### src/rtl/keypad_scanner_if.sv
// Event handshake between the keypad scanner and its consumer.
// The master side presents the head of the event FIFO. The slave side accepts it with event_ready.
interface keypad_scanner_if #(
    parameter int KEY_W = 4
) ();
    logic             event_valid;
    logic             event_ready;
    logic             event_pressed;
    logic [KEY_W-1:0] event_key;

    modport master (
        output event_valid,
        output event_pressed,
        output event_key,
        input  event_ready
    );

    modport slave (
        input  event_valid,
        input  event_pressed,
        input  event_key,
        output event_ready
    );
endinterface

### src/rtl/keypad_scanner.sv
// Shared row-strobe key matrix scanner.
// Each key has its own scan-count debounce filter, and events are queued in a small FIFO.
module keypad_scanner #(
    parameter int ROWS          = 4,
    parameter int COLS          = 4,
    parameter int SETTLE_CYCLES = 16,
    parameter int STABLE_SCANS  = 4,
    parameter int FIFO_DEPTH    = 4
) (
    input  logic                  clk,
    input  logic                  reset_n,
    input  logic [COLS-1:0]       col_sense,
    output logic [ROWS-1:0]       row_drive,
    output logic                  overflow,
    keypad_scanner_if.master      ev
);
    localparam int NKEYS  = ROWS * COLS;
    localparam int KEY_W  = (NKEYS > 1) ? $clog2(NKEYS) : 1;
    localparam int ROW_W  = (ROWS > 1) ? $clog2(ROWS) : 1;
    localparam int COL_W  = (COLS > 1) ? $clog2(COLS) : 1;
    localparam int SET_W  = $clog2(SETTLE_CYCLES + 1);
    localparam int CNT_W  = $clog2(STABLE_SCANS + 1);
    localparam int PTR_W  = (FIFO_DEPTH > 1) ? $clog2(FIFO_DEPTH) : 1;
    localparam int FCNT_W = $clog2(FIFO_DEPTH + 1);

    typedef enum logic [0:0] {ST_DRIVE, ST_SAMPLE} state_e;

    state_e            r_state;
    logic [SET_W-1:0]  r_settle;
    logic [ROW_W-1:0]  r_row;
    logic [COL_W-1:0]  r_col;
    logic [ROWS-1:0]   r_row_drive;
    logic              r_overflow;

    logic [ROW_W-1:0]  w_row_next;
    logic [KEY_W-1:0]  w_key;
    logic              w_sample;
    logic              w_raw;
    logic              w_deb_sel;
    logic [CNT_W-1:0]  w_cnt_sel;
    logic [CNT_W:0]    w_cnt_inc;
    logic              w_mismatch;
    logic              w_commit_req;
    logic              w_push;
    logic              w_pop;
    logic              w_full;
    logic              w_valid;

    logic              w_deb_vec [NKEYS];
    logic [CNT_W-1:0]  w_cnt_arr [NKEYS];

    assign w_row_next = (r_row == ROW_W'(ROWS - 1)) ? '0 : r_row + 1'b1;
    assign w_key      = KEY_W'(r_row) * KEY_W'(COLS) + KEY_W'(r_col);
    assign w_sample   = (r_state == ST_SAMPLE);
    assign w_raw      = col_sense[r_col];

    // Row sequencer. The settle counter resets to 0 so that the reset cycle is not counted as a drive cycle.
    // Later rows enter DRIVE with the counter already at 1.
    always_ff @(posedge clk) begin
        if (!reset_n) begin
            r_state     <= ST_DRIVE;
            r_settle    <= '0;
            r_row       <= '0;
            r_col       <= '0;
            r_row_drive <= '0;
        end else begin
            case (r_state)
                ST_DRIVE: begin
                    r_row_drive <= ROWS'(1) << r_row;
                    if (r_settle == SET_W'(SETTLE_CYCLES)) begin
                        r_state <= ST_SAMPLE;
                        r_col   <= '0;
                    end else begin
                        r_settle <= r_settle + 1'b1;
                    end
                end
                ST_SAMPLE: begin
                    if (r_col == COL_W'(COLS - 1)) begin
                        r_state     <= ST_DRIVE;
                        r_settle    <= SET_W'(1);
                        r_row       <= w_row_next;
                        r_row_drive <= ROWS'(1) << w_row_next;
                    end else begin
                        r_col <= r_col + 1'b1;
                    end
                end
                default: r_state <= ST_DRIVE;
            endcase
        end
    end

    assign row_drive = r_row_drive;

    // Filter decision for the key under the sample pointer.
    // The counter sits at STABLE_SCANS while a commit is deferred, so ">=" also covers a retry.
    assign w_deb_sel    = w_deb_vec[w_key];
    assign w_cnt_sel    = w_cnt_arr[w_key];
    assign w_cnt_inc    = {1'b0, w_cnt_sel} + 1'b1;
    assign w_mismatch   = (w_raw != w_deb_sel);
    assign w_commit_req = w_sample && w_mismatch && (w_cnt_inc >= (CNT_W + 1)'(STABLE_SCANS));
    assign w_push       = w_commit_req && !w_full;

    genvar gi;
    generate
        for (gi = 0; gi < NKEYS; gi++) begin : g_key
            logic             r_deb;
            logic [CNT_W-1:0] r_cnt;
            logic             w_sel;

            assign w_sel = w_sample && (w_key == KEY_W'(gi));

            // Per-key debounce state. It is only updated in this key's own sample cycle.
            always_ff @(posedge clk) begin
                if (!reset_n) begin
                    r_deb <= 1'b0;
                    r_cnt <= '0;
                end else if (w_sel) begin
                    if (!w_mismatch) begin
                        r_cnt <= '0;
                    end else if (w_push) begin
                        r_deb <= ~r_deb;
                        r_cnt <= '0;
                    end else if (w_commit_req) begin
                        r_cnt <= CNT_W'(STABLE_SCANS);
                    end else begin
                        r_cnt <= w_cnt_inc[CNT_W-1:0];
                    end
                end
            end

            assign w_deb_vec[gi] = r_deb;
            assign w_cnt_arr[gi] = r_cnt;
        end
    endgenerate

    // Event FIFO. A pop in the same cycle frees the slot that a push into a full FIFO needs.
    logic [KEY_W:0]    r_mem [FIFO_DEPTH];
    logic [PTR_W-1:0]  r_wr_ptr;
    logic [PTR_W-1:0]  r_rd_ptr;
    logic [FCNT_W-1:0] r_count;
    logic [KEY_W:0]    w_head;

    assign w_valid = (r_count != '0);
    assign w_pop   = w_valid && ev.event_ready;
    assign w_full  = (r_count == FCNT_W'(FIFO_DEPTH)) && !w_pop;

    // FIFO storage. The output is gated by the valid flag, so the storage needs no reset.
    always_ff @(posedge clk) begin
        if (w_push) begin
            r_mem[r_wr_ptr] <= {~w_deb_sel, w_key};
        end
    end

    // FIFO pointers and occupancy.
    always_ff @(posedge clk) begin
        if (!reset_n) begin
            r_wr_ptr <= '0;
            r_rd_ptr <= '0;
            r_count  <= '0;
        end else begin
            if (w_push) begin
                r_wr_ptr <= (r_wr_ptr == PTR_W'(FIFO_DEPTH - 1)) ? '0 : r_wr_ptr + 1'b1;
            end
            if (w_pop) begin
                r_rd_ptr <= (r_rd_ptr == PTR_W'(FIFO_DEPTH - 1)) ? '0 : r_rd_ptr + 1'b1;
            end
            case ({w_push, w_pop})
                2'b10:   r_count <= r_count + 1'b1;
                2'b01:   r_count <= r_count - 1'b1;
                default: r_count <= r_count;
            endcase
        end
    end

    // Overflow pulse, asserted in the cycle after a deferred commit.
    always_ff @(posedge clk) begin
        if (!reset_n) begin
            r_overflow <= 1'b0;
        end else begin
            r_overflow <= w_commit_req && w_full;
        end
    end

    assign w_head           = r_mem[r_rd_ptr];
    assign overflow         = r_overflow;
    assign ev.event_valid   = w_valid;
    assign ev.event_pressed = w_valid & w_head[KEY_W];
    assign ev.event_key     = w_valid ? w_head[KEY_W-1:0] : '0;
endmodule

### src/flat_wrapper.sv
// flat-port wrapper written by rule: the top's interface ports become plain ports
module keypad_scanner_flat 
#(
    parameter int ROWS          = 4,
    parameter int COLS          = 4,
    parameter int SETTLE_CYCLES = 16,
    parameter int STABLE_SCANS  = 4,
    parameter int FIFO_DEPTH    = 4
)
  (clk, reset_n, col_sense, row_drive, overflow, ev_event_valid, ev_event_pressed, ev_event_key, ev_event_ready);
  keypad_scanner_if #(.KEY_W(4)) ev_i ();
  input  logic clk;
  input  logic reset_n;
  input  logic [COLS-1:0] col_sense;
  output logic [ROWS-1:0] row_drive;
  output logic overflow;
  output wire logic [$bits(ev_i.event_valid)-1:0] ev_event_valid;
  output wire logic [$bits(ev_i.event_pressed)-1:0] ev_event_pressed;
  output wire logic [$bits(ev_i.event_key)-1:0] ev_event_key;
  input wire logic [$bits(ev_i.event_ready)-1:0] ev_event_ready;
  assign ev_event_valid = ev_i.event_valid;
  assign ev_event_pressed = ev_i.event_pressed;
  assign ev_event_key = ev_i.event_key;
  assign ev_i.event_ready = ev_event_ready;
  keypad_scanner #(.ROWS(ROWS), .COLS(COLS), .SETTLE_CYCLES(SETTLE_CYCLES), .STABLE_SCANS(STABLE_SCANS), .FIFO_DEPTH(FIFO_DEPTH)) u_core (.clk(clk), .reset_n(reset_n), .col_sense(col_sense), .row_drive(row_drive), .overflow(overflow), .ev(ev_i));
endmodule
### config.mk
export PLATFORM = sky130hd
export DESIGN_NAME = keypad_scanner_flat
export DESIGN_NICKNAME = d
export VERILOG_FILES = /design/src/rtl/keypad_scanner_if.sv /design/src/rtl/keypad_scanner.sv /design/src/flat_wrapper.sv
export SDC_FILE = /design/constraint.sdc
export NUM_CORES = 1
export LEC_CHECK = 0
export ABC_CLOCK_PERIOD_IN_PS = 5000
export BUFFER_PORTS_ARGS = -buffer_cell sky130_fd_sc_hd__buf_4
export CORE_UTILIZATION = 51
export DETAILED_ROUTE_END_ITERATION = 6
export PLACE_DENSITY = 0.78
export SYNTH_ARGS = -nofsm -noshare
export SYNTH_HDL_FRONTEND = slang
export SYNTH_SLANG_ARGS = --single-unit
### constraint.sdc
create_clock -name clk -period 5 [get_ports clk]
set_input_delay 0.75 -clock clk [delete_from_list [all_inputs] [get_ports clk]]
set_output_delay 0.75 -clock clk [all_outputs]
set_load 0.01 [all_outputs]
-- Word level (Yosys, flattened, before mapping)
Memories as Yosys holds them, arrays and structs flattened. A register that Yosys moved wholly into a read port is not among the register bits.
Index checks and enable logic that the tools add are counted.
- shift operators: 2
- $add $sub $neg: 9
- reductions and logical operators: 46
- bitwise logic cells: 20
- eq/ne operators: 28
- muxes and demuxes: 31
- order comparisons: 3
- operators by type and width (kind ; number):
    3-bit AND reduction ; 16
    4-bit == test, second input constant ; 8
    1-bit logical AND ; 22
    1-bit NOT ; 18
    4-bit by 3-bit == test with 1-bit output, second input constant ; 4
    3-bit 2-to-1 mux ; 5
    2-bit 2-to-1 mux ; 7
    3-bit binary-select mux with 4-bit select ; 1
    2-bit == test, second input constant ; 5
    5-bit 2-to-1 mux ; 2
    5-bit case mux with 2 select lines ; 1
    2-bit by 1-bit adder with 2-bit output, second input constant ; 4
    4-bit by 2-bit == test with 1-bit output, second input constant ; 2
    4-bit 2-to-1 mux ; 2
    4-bit case mux with 2 select lines ; 1
    1-bit by 2-bit left shift with 4-bit output, first input constant ; 2
    1-bit 2-to-1 mux ; 7
    2-bit != test, second input constant ; 3
    3-bit case mux with 2 select lines ; 1
    2-bit AND reduction ; 3
    5-bit by 1-bit adder with 5-bit output, second input constant ; 1
    5-bit == test, second input constant ; 1
    5-bit greater-or-equal comparator, second input constant ; 1
    4-bit NOT with 5-bit output ; 1
    20 further kinds ; 21
- input port bits: 7
- memories: 1
- bits in registers: 86
- word-level logic and storage cells: 181
- output and inout bits: 11
- bits in writable memories: 20
- memory list (name ; words ; bits a word ; read ports ; clocked after Yosys merged registers in ; write ports ; line ; RTL):
    u_core.r_mem ; 4 ; 5 ; 1 ; 1 ; 1 ; keypad_scanner.sv:137 ; logic [KEY_W:0] r_mem [FIFO_DEPTH];

-- Depth between registers and ports, before layout
Gate-level depths: netlist of the first run.
- depth after elaboration: 11
- depth in mapped cells: 19
- depth with buffers taken out: 15

-- Least setup slack after synthesis of the first run
No wires, ideal clock.
- path type: register to register
- start point: register u_core.r_col[0]
- end point: register u_core.r_count[2]
- cell stages (with the launch flop): 19
- path slack: 1.179 ns
- arrival time: 3.746 ns
- clock period less this slack: 3.821 ns
- path buffers: 4
- cell sequence: dfxtp_1 -> buf_6 -> buf_8 -> buf_12 -> mux4_1 -> a22oi_1 -> nand2_1 -> ha_1 -> or2_2 -> o211ai_2 -> buf_6 -> nor2_1 -> inv_1 -> ha_1 -> inv_1 -> fa_1 -> xor2_1 -> or3_1 -> a21boi_0
- word-level cells in the longest chain between the ends: 11
- elaborated cells on any way between the ends: 20
- ends and longest elaborated chain (item ; line ; RTL):
    from (decl) ; keypad_scanner.sv:31 ; logic [COL_W-1:0] r_col;
    from (signal assigned) ; keypad_scanner.sv:84 ; r_col <= r_col + 1'b1;
    4-bit by 2-bit adder with 4-bit output ; keypad_scanner.sv:53 ; assign w_key = KEY_W'(r_row) * KEY_W'(COLS) + KEY_W'(r_col);
    4-bit NOT with 5-bit output (not written as such) ; keypad_scanner.sv:96, keypad_scanner.sv:97 ;
    3-bit binary-select mux with 4-bit select / 1-bit binary-select mux with 4-bit select (equally long branches) ; keypad_scanner.sv:97, keypad_scanner.sv:96 ;
    3-bit 2-to-1 mux (not written as such) / 1-bit 2-to-1 mux (equally long branches) (2 in a row) ; keypad_scanner.sv:97, keypad_scanner.sv:96 ;
    3-bit by 1-bit adder with 4-bit output / 1-bit != test (equally long branches) ; keypad_scanner.sv:98, keypad_scanner.sv:99 ;
    4-bit by 3-bit greater-or-equal comparator with 1-bit output / 1-bit logical AND (equally long branches) ; keypad_scanner.sv:100 ; assign w_commit_req = w_sample && w_mismatch && (w_cnt_inc >= (CNT_W + 1)'(STABLE_SCANS));
    1-bit logical AND (*) ; keypad_scanner.sv:100 ;
    1-bit logical AND (*) ; keypad_scanner.sv:101 ; assign w_push = w_commit_req && !w_full;
    2-bit by 1-bit == test with 1-bit output / 2-bit == test (equally long branches) ; keypad_scanner.sv:167 ; case ({w_push, w_pop})
    3-bit case mux with 2 select lines / 2-bit nonzero test (equally long branches) ; -- ;
    to (signal assigned) ; keypad_scanner.sv:168 ; 2'b10: r_count <= r_count + 1'b1;
    to (signal assigned) ; keypad_scanner.sv:169 ; 2'b01: r_count <= r_count - 1'b1;
    to (signal assigned) ; keypad_scanner.sv:170 ; default: r_count <= r_count;
    to (decl) ; keypad_scanner.sv:140 ; logic [FCNT_W-1:0] r_count;
Every way passes the cells marked *; elsewhere a longest branch is shown, timed or not. The select of a mux whose other input is x is not followed.
A chain may end at the register's enable or synchronous reset.

-- Worst setup path in the final report of the first run
Ends and elaborated chain as after synthesis.

==> results of run 1 <==
cells by family after synthesis:
logic type      share of synthesized area, %
xor+xnor                                1.38
fa+ha+maj                               4.58
flops                                   46.5
buf+inv                                 4.83
mux                                     11.3
simple gates                            15.9
compound gates                          15.5
state kept, by name, summed over array words and instances (netlist names), named ones only:
name and count:
u_core.g_key.r_cnt 48, u_core.g_key.r_deb 16, u_core.overflow 1, u_core.r_col 2
u_core.r_count 3, u_core.r_mem 20, u_core.r_rd_ptr 2, u_core.r_row 2
u_core.r_settle 5, u_core.r_state 1, u_core.r_wr_ptr 2, u_core.row_drive 4
metal layers:
layer  share of wire, %  up-vias  wire, um
li1                   -     1790         -
met1                 43     1903      4970
met2                 50      122      5660
met3                5.1       24       583
met4                1.8        0       204
met5                  0        -         0
final timing paths:
check,start,end,slack (ns),depth (start not counted)
max,u_core.r_col[0],u_core.r_count[2],0.80,14
min,u_core.g_key[15].r_cnt[0],u_core.g_key[15].r_cnt[0],0.48,2
max reg2reg,u_core.r_col[0],u_core.r_count[2],0.80,14
min reg2reg,u_core.g_key[15].r_cnt[0],u_core.g_key[15].r_cnt[0],0.48,2
power groups by stage:
stage | Clock (mW) | Sequential, mW | Combinational [mW]
after detailed placement | 0 | 0.907 | 0.0308
after CTS | 0.605 | 0.887 | 0.0308
after global routing | 0.636 | 0.887 | 0.0339
final | 0.595 | 0.887 | 0.0307
after floorplan | 0 | 0.907 | 0.0212
after global placement | 0 | 0.907 | 0.0293
area by class of cell:
type	count	share of cell area, %
clock inverters	7	1.82
well taps	133	3.06
flip-flops and latches	108	43.4
repair buffers	21	2.90
clock buffers	9	2.28
inverters	16	1.10
multi-input cells	318	45.5
cell usage after synthesis (2+ instances only):
library cell | number | area [um^2]
and2_1 | 15 | 93.8
xnor2_1 | 2 | 17.5
a221oi_1 | 4 | 35.0
buf_2 | 6 | 30.0
inv_1 | 14 | 52.6
nand4_1 | 3 | 18.8
or4_1 | 16 | 120
o21ai_0 | 40 | 200
dfxtp_1 | 88 | 1760
or3_1 | 3 | 18.8
nand2b_1 | 3 | 18.8
a21oi_1 | 5 | 25.0
a22oi_1 | 4 | 30.0
ha_1 | 17 | 213
edfxtp_1 | 20 | 601
a32o_1 | 16 | 160
nor3_1 | 6 | 30.0
a31oi_1 | 2 | 12.5
mux2i_1 | 15 | 150
clkbuf_1 | 22 | 82.6
nand2_1 | 21 | 78.8
xor2_1 | 6 | 52.6
clkinv_1 | 2 | 7.51
mux4_2 | 9 | 203
a21boi_0 | 2 | 15.0
and4bb_2 | 3 | 37.5
a21boi_1 | 16 | 120
nand3_1 | 52 | 260
nor2_1 | 11 | 41.3
o31ai_1 | 17 | 128
mux4_1 | 8 | 210
or2_2 | 2 | 12.5
nor2b_1 | 10 | 62.6
buf_6 | 3 | 33.8
worst max-delay path: stages (launching register included):
cell and delay, ns:
dfxtp_1 0.63, buf_4 0.41, mux4_1 0.60, or2_2 0.30, a32oi_2 0.34, xnor2_1 0.20, o211ai_2 0.13, nor2_1 0.37
inv_1 0.09, ha_1 0.22, inv_1 0.08, fa_1 0.18, xor2_1 0.07, or3_1 0.30, a21boi_0 0.20
==> results_dict.tcl, run 1 <==
set metrics [dict create \
    run_status "finished clean" \
    effective_utilization_at_floorplan_pct 52.2 \
    worstPathRequired_ns 5.30 \
    finish.instance_area_um2 5440 \
    max-vdd-ir-drop_v 0.000179 \
    antenna-diode-count 0 \
    grt.met2_usage_pct 39.7 \
    post-dp-hpwl_mm 7.59 \
    total_internal_power_mw 1.18 \
    max_cap_violations 0 \
    synth_area_per_cell_um2 10.7 \
    cp-start-kind "flip-flop" \
    first_pass_iters 5 \
    postRouteAntennaNets 0 \
    grt_pass1_wl_mm 18.4 \
    final_standard_cell_utilization_of_the_core_pct 56.0 \
    worstMarginPinSlew_ns 1.02 \
    postLayoutSetupSlackWorst_ns 0.800 \
    final_hold_violation_count 0 \
    vias_in_the_first_global_route 3663 \
    tns_ns 0 \
    min_path_type "reg2reg" \
    grt.overflow.total 0 \
    avgViaCountPerCell 6.27 \
    end_kind "flip-flop" \
    min_period_over_period_pct 84.0 \
    post_synth_inst_count 476 \
    flow.area_growth_from_synthesis_pct 7.11 \
    p_comb_share_pct 2.0 \
    period_needed_ns 4.20 \
    post_layout_nonfiller_instances 612 \
    clk_transition_reported_paths_ns 0.11 \
    worst-path-max-fanout 24 \
    clk_latency_ns 0.38 \
    routed-via-count 3839 \
    die_area_um2 10400 \
    clock_sink_count 108 \
    seqPwrFrac_pct 58.6 \
    worst_clk_skew_ns 0.0131 \
    timing_worst_setup_path_type "reg2reg" \
    multi_input_comb_area_um2 2470 \
    power-per-cell-area_nw_per_um2 278 \
    gr-max-usage-layer "met2" \
    rsz0062_at_grt "no" \
    clock_tree.htree_level_count 3 \
    die_outline_width_um 102 \
    timing.final.setup_violations 0 \
    routed_wl_mm 11.4 \
    synth-async-reset-ratio_pct 0 \
    antenna_found_initial 0 \
    drt-wirelength-per-cell_um 18.7 \
    tritoncts "yes" \
    design.core.area_um2 9730 \
    clock_power_share_pct 39.3 \
    synth_enable_flop_cells 20 \
    dpl-instance-area_um2 5220 \
    gpl.final_weighted_congestion 0.911 \
    syn-num-nets 501 \
    layout-drive-gt1-share_pct 11.5 \
    input_output_buffers 17 \
    synth.ff_latch_count 108 \
    post-route-drc-count 0 \
    timing.final.max_slew_violations 0 \
    netlist-cell-type-count 47 \
    post_cts_buffers 0 \
    num-fill-cells 861 \
    floorplan.io_pins 18 \
    post_cts_resize_count 0 \
    cp_data_arrival_time_ns 4.50 \
    cts_root_buffer "clkbuf_8" \
    design.final.nets 499 \
    grt_max_degree 89 \
    drt-initial-drc-count 346 \
    power_switching_share_pct 21.8 \
    worst_slew_margin_rel_pct 31.6 \
    p_sw_mw 0.330 \
    synthesis.yosys.warnings 0 \
    post_cts_hold_buffer_count 0 \
    synth-seq-area-share_pct 46.5 \
    gr-usage-met3_pct 4.31 \
    numPlacedInstances 596 \
    timing.fmax_mhz 238 \
    preCtsSetupSlack_ns 0.839 \
    ff_latch_area_um2 2360 \
    cts-root-to-sink-buffers 2 \
    fin_total_pwr_mw 1.51 \
    cts_inserted_buffers 9 \
    leading_cell_type_in_the_layout_fill_and_taps_excluded "dfxtp_1" \
    use_met1_pct 30.4 \
    power.leakage_nw 1.87 \
    most-common-layout-cells "88 x dfxtp_1, 52 x nand3_1, 40 x o21ai_0, 21 x nand2_1, 21 x buf_4" \
    synth_area_um2 5080 \
    worst_hold_slack_ns 0.481 \
    placementRows 36 \
    grt_usage_pct 23.4 \
    dominantRegCellSynth "dfxtp_1" \
    height_of_the_die_um 102 \
]
(Power assumes the default switching activity.)
==> inputs of run 2 (changes only) <==
--- a/config.mk
+++ b/config.mk
@@ -5,7 +5,7 @@
 export SDC_FILE = /design/constraint.sdc
 export NUM_CORES = 1
 export LEC_CHECK = 0
-export ABC_CLOCK_PERIOD_IN_PS = 5000
+export ABC_CLOCK_PERIOD_IN_PS = 3900
 export BUFFER_PORTS_ARGS = -buffer_cell sky130_fd_sc_hd__buf_4
 export CORE_UTILIZATION = 51
 export DETAILED_ROUTE_END_ITERATION = 6
==> constraint.sdc (replaced) <==
create_clock -name clk -period 3.9 [get_ports clk]
set_input_delay 0.585 -clock clk [delete_from_list [all_inputs] [get_ports clk]]
set_output_delay 0.585 -clock clk [all_outputs]
set_load 0.01 [all_outputs]
==> run 2 against run 1 <==
Compared with the run above: clock skew increased by 0.0029 ns; global-route usage decreased by 0.63 points; setup slack got worse by 0.65 ns; critical endpoint unchanged.
==> results_dict.tcl, run 2 (synthesis results as in run 1) <==
set metrics [dict create \
    vias_in_the_first_global_route 3497 \
    crit_path_cells "buf_12, mux4_1, a22oi_2, nand2_1, ha_1, or2_2, o211ai_2, nor2_1, inv_1, ha_1, inv_1, fa_1, xor2_1, or3_1, a21boi_0" \
    clock_tree.htree_level_count 3 \
    num-fill-cells 855 \
    min_path_type "reg2reg" \
    power-per-cell-area_nw_per_um2 341 \
    reg2reg_from "u_core.r_col[0]" \
    worst-path-max-fanout 30 \
    timing.final.max_slew_violations 0 \
    preCtsSetupSlack_ns 0.169 \
    drt-wirelength-per-cell_um 18.3 \
    cts-root-to-sink-buffers 2 \
    worst_slew_margin_rel_pct 43.3 \
    reg2reg_setup_slack_ns 0.15 \
    timing_worst_setup_path_type "reg2reg" \
    min_to "u_core.g_key[15].r_cnt[2]" \
    die_outline_width_um 102 \
    grt.overflow.total 0 \
    numPlacedInstances 602 \
    effective_utilization_at_floorplan_pct 52.2 \
    flow.area_growth_from_synthesis_pct 7.85 \
    post_cts_resize_count 0 \
    worstHoldStart "u_core.g_key[15].r_cnt[2]" \
    design.final.nets 505 \
    design.core.area_um2 9730 \
    clock_sink_count 108 \
    worstMarginPinSlew_ns 0.850 \
    gpl.final_weighted_congestion 0.913 \
    holdPathStages 2 \
    clk_latency_ns 0.38 \
    grt_max_degree 88 \
    postLayoutSetupSlackWorst_ns 0.148 \
    placementRows 36 \
    cpMaxStageDelayCell "mux4_1" \
    critical-path-max-stage-delay_ns 0.60 \
    cp_data_arrival_time_ns 4.06 \
    max_cap_violations 0 \
    avgViaCountPerCell 6.19 \
    post-route-drc-count 0 \
    period_needed_ns 3.75 \
    largest_register_ff_count 48 \
    largestRegisters "u_core.g_key.r_cnt x48, u_core.r_mem x20, u_core.g_key.r_deb x16" \
    post-dp-hpwl_mm 7.60 \
    run_status "finished clean" \
    final_standard_cell_utilization_of_the_core_pct 56.3 \
    min_period_over_period_pct 96.2 \
    largest_register "u_core.g_key.r_cnt" \
    cts_root_buffer "clkbuf_8" \
    worst_setup_path_startpoint "u_core.r_col[0]" \
    cp-start-kind "flip-flop" \
    leading_cell_type_in_the_layout_fill_and_taps_excluded "dfxtp_1" \
    end_kind "flip-flop" \
    power.leakage_nw 1.89 \
    max-vdd-ir-drop_v 0.000249 \
    grt_pass1_wl_mm 17.9 \
    fin_total_pwr_mw 1.87 \
    worstPathRequired_ns 4.21 \
    floorplan.io_pins 18 \
    antenna_found_initial 0 \
    postRouteAntennaNets 0 \
    ff2ff_path_depth 15 \
    antenna-diode-count 0 \
    cts_inserted_buffers 9 \
    post_layout_nonfiller_instances 618 \
    drt-initial-drc-count 310 \
    height_of_the_die_um 102 \
    layout-drive-gt1-share_pct 12.8 \
    most-common-layout-cells "88 x dfxtp_1, 52 x nand3_1, 40 x o21ai_0, 26 x buf_4, 21 x nand2_1" \
    tritoncts "yes" \
    grt_usage_pct 22.8 \
    timing.final.setup_violations 0 \
    clk_transition_reported_paths_ns 0.11 \
    post_cts_hold_buffer_count 0 \
    die_area_um2 10400 \
    first_pass_iters 4 \
    input_output_buffers 17 \
    timing.fmax_mhz 267 \
    worst_clk_skew_ns 0.0159 \
    post_cts_buffers 0 \
    final_hold_violation_count 0 \
    routed_wl_mm 11.3 \
    routed-via-count 3823 \
    worst_r2r_endpoint "u_core.r_count[2]" \
]
-- run 2: changes by cell type in the layout (fill, tap and decap cells not counted), sizes merged --
cell | previous run | this run
buf | 21 | 27
bufinv | 2 | 1
clkinvlp | 0 | 1
-- run 2: worst max path at each step --
stage	to
3_5_place_dp	u_core.r_count[2]
3_3_place_gp	u_core.r_count[2]
2_1_floorplan	u_core.r_count[2]
5_1_grt	u_core.r_count[2]
6_report	u_core.r_count[2]
4_1_cts	u_core.r_count[2]
-- run 2: area by class of cell --
class | count | area, um^2 | area share (%)
clock buffers | 9 | 124 | 2.26
clock inverters | 7 | 73.8 | 1.35
inverters | 16 | 60.1 | 1.10
multi-input cells | 318 | 2480 | 45.2
flip-flops and latches | 108 | 2360 | 43.1
well taps | 133 | 166 | 3.04
repair buffers | 27 | 215 | 3.93
-- run 2: per-stage QoR --
stage | cell area, um^2 | TNS [ns] | hold WS (ns)
after CTS | 5480 | 0 | 0.480
after detailed placement | 5280 | 0 | 0.459
after floorplan | 5080 | 0 | 0.435
after global placement | 5280 | 0 | 0.450
after global routing | 5480 | -0.0865 | 0.504
final | 5480 | 0 | 0.479
-- run 2: routing by layer --
metal  part of all wire, %  global-route usage (%)  up-vias  wire [um]
met4                   2.1                    7.36        0        233
met5                     0                       0        -          0
li1                      -                       -     1806          -
met1                    44                    30.3     1876       5020
met2                    47                    37.3      114       5340
met3                   6.1                    4.86       27        688
-- run 2: worst max-delay path: cells and delay by family (launching register included) --
kind	cells	cell delay (ns)
and+or+nand+nor	4	0.83
AOI/OAI and AO/OA	3	0.51
muxes	1	0.60
xor gates and xnor gates	1	0.15
DFF	1	0.42
adders and majority gates	3	0.79
buffers and inverters	3	0.35
-- run 2: power breakdown --
| group | switching [mW] | internal, mW |
|---|---|---|
| Clock | 0.389 | 0.300 |
| Combinational | 0.0260 | 0.0156 |
| Sequential | 0.00304 | 1.13 |
| Total | 0.418 | 1.45 |
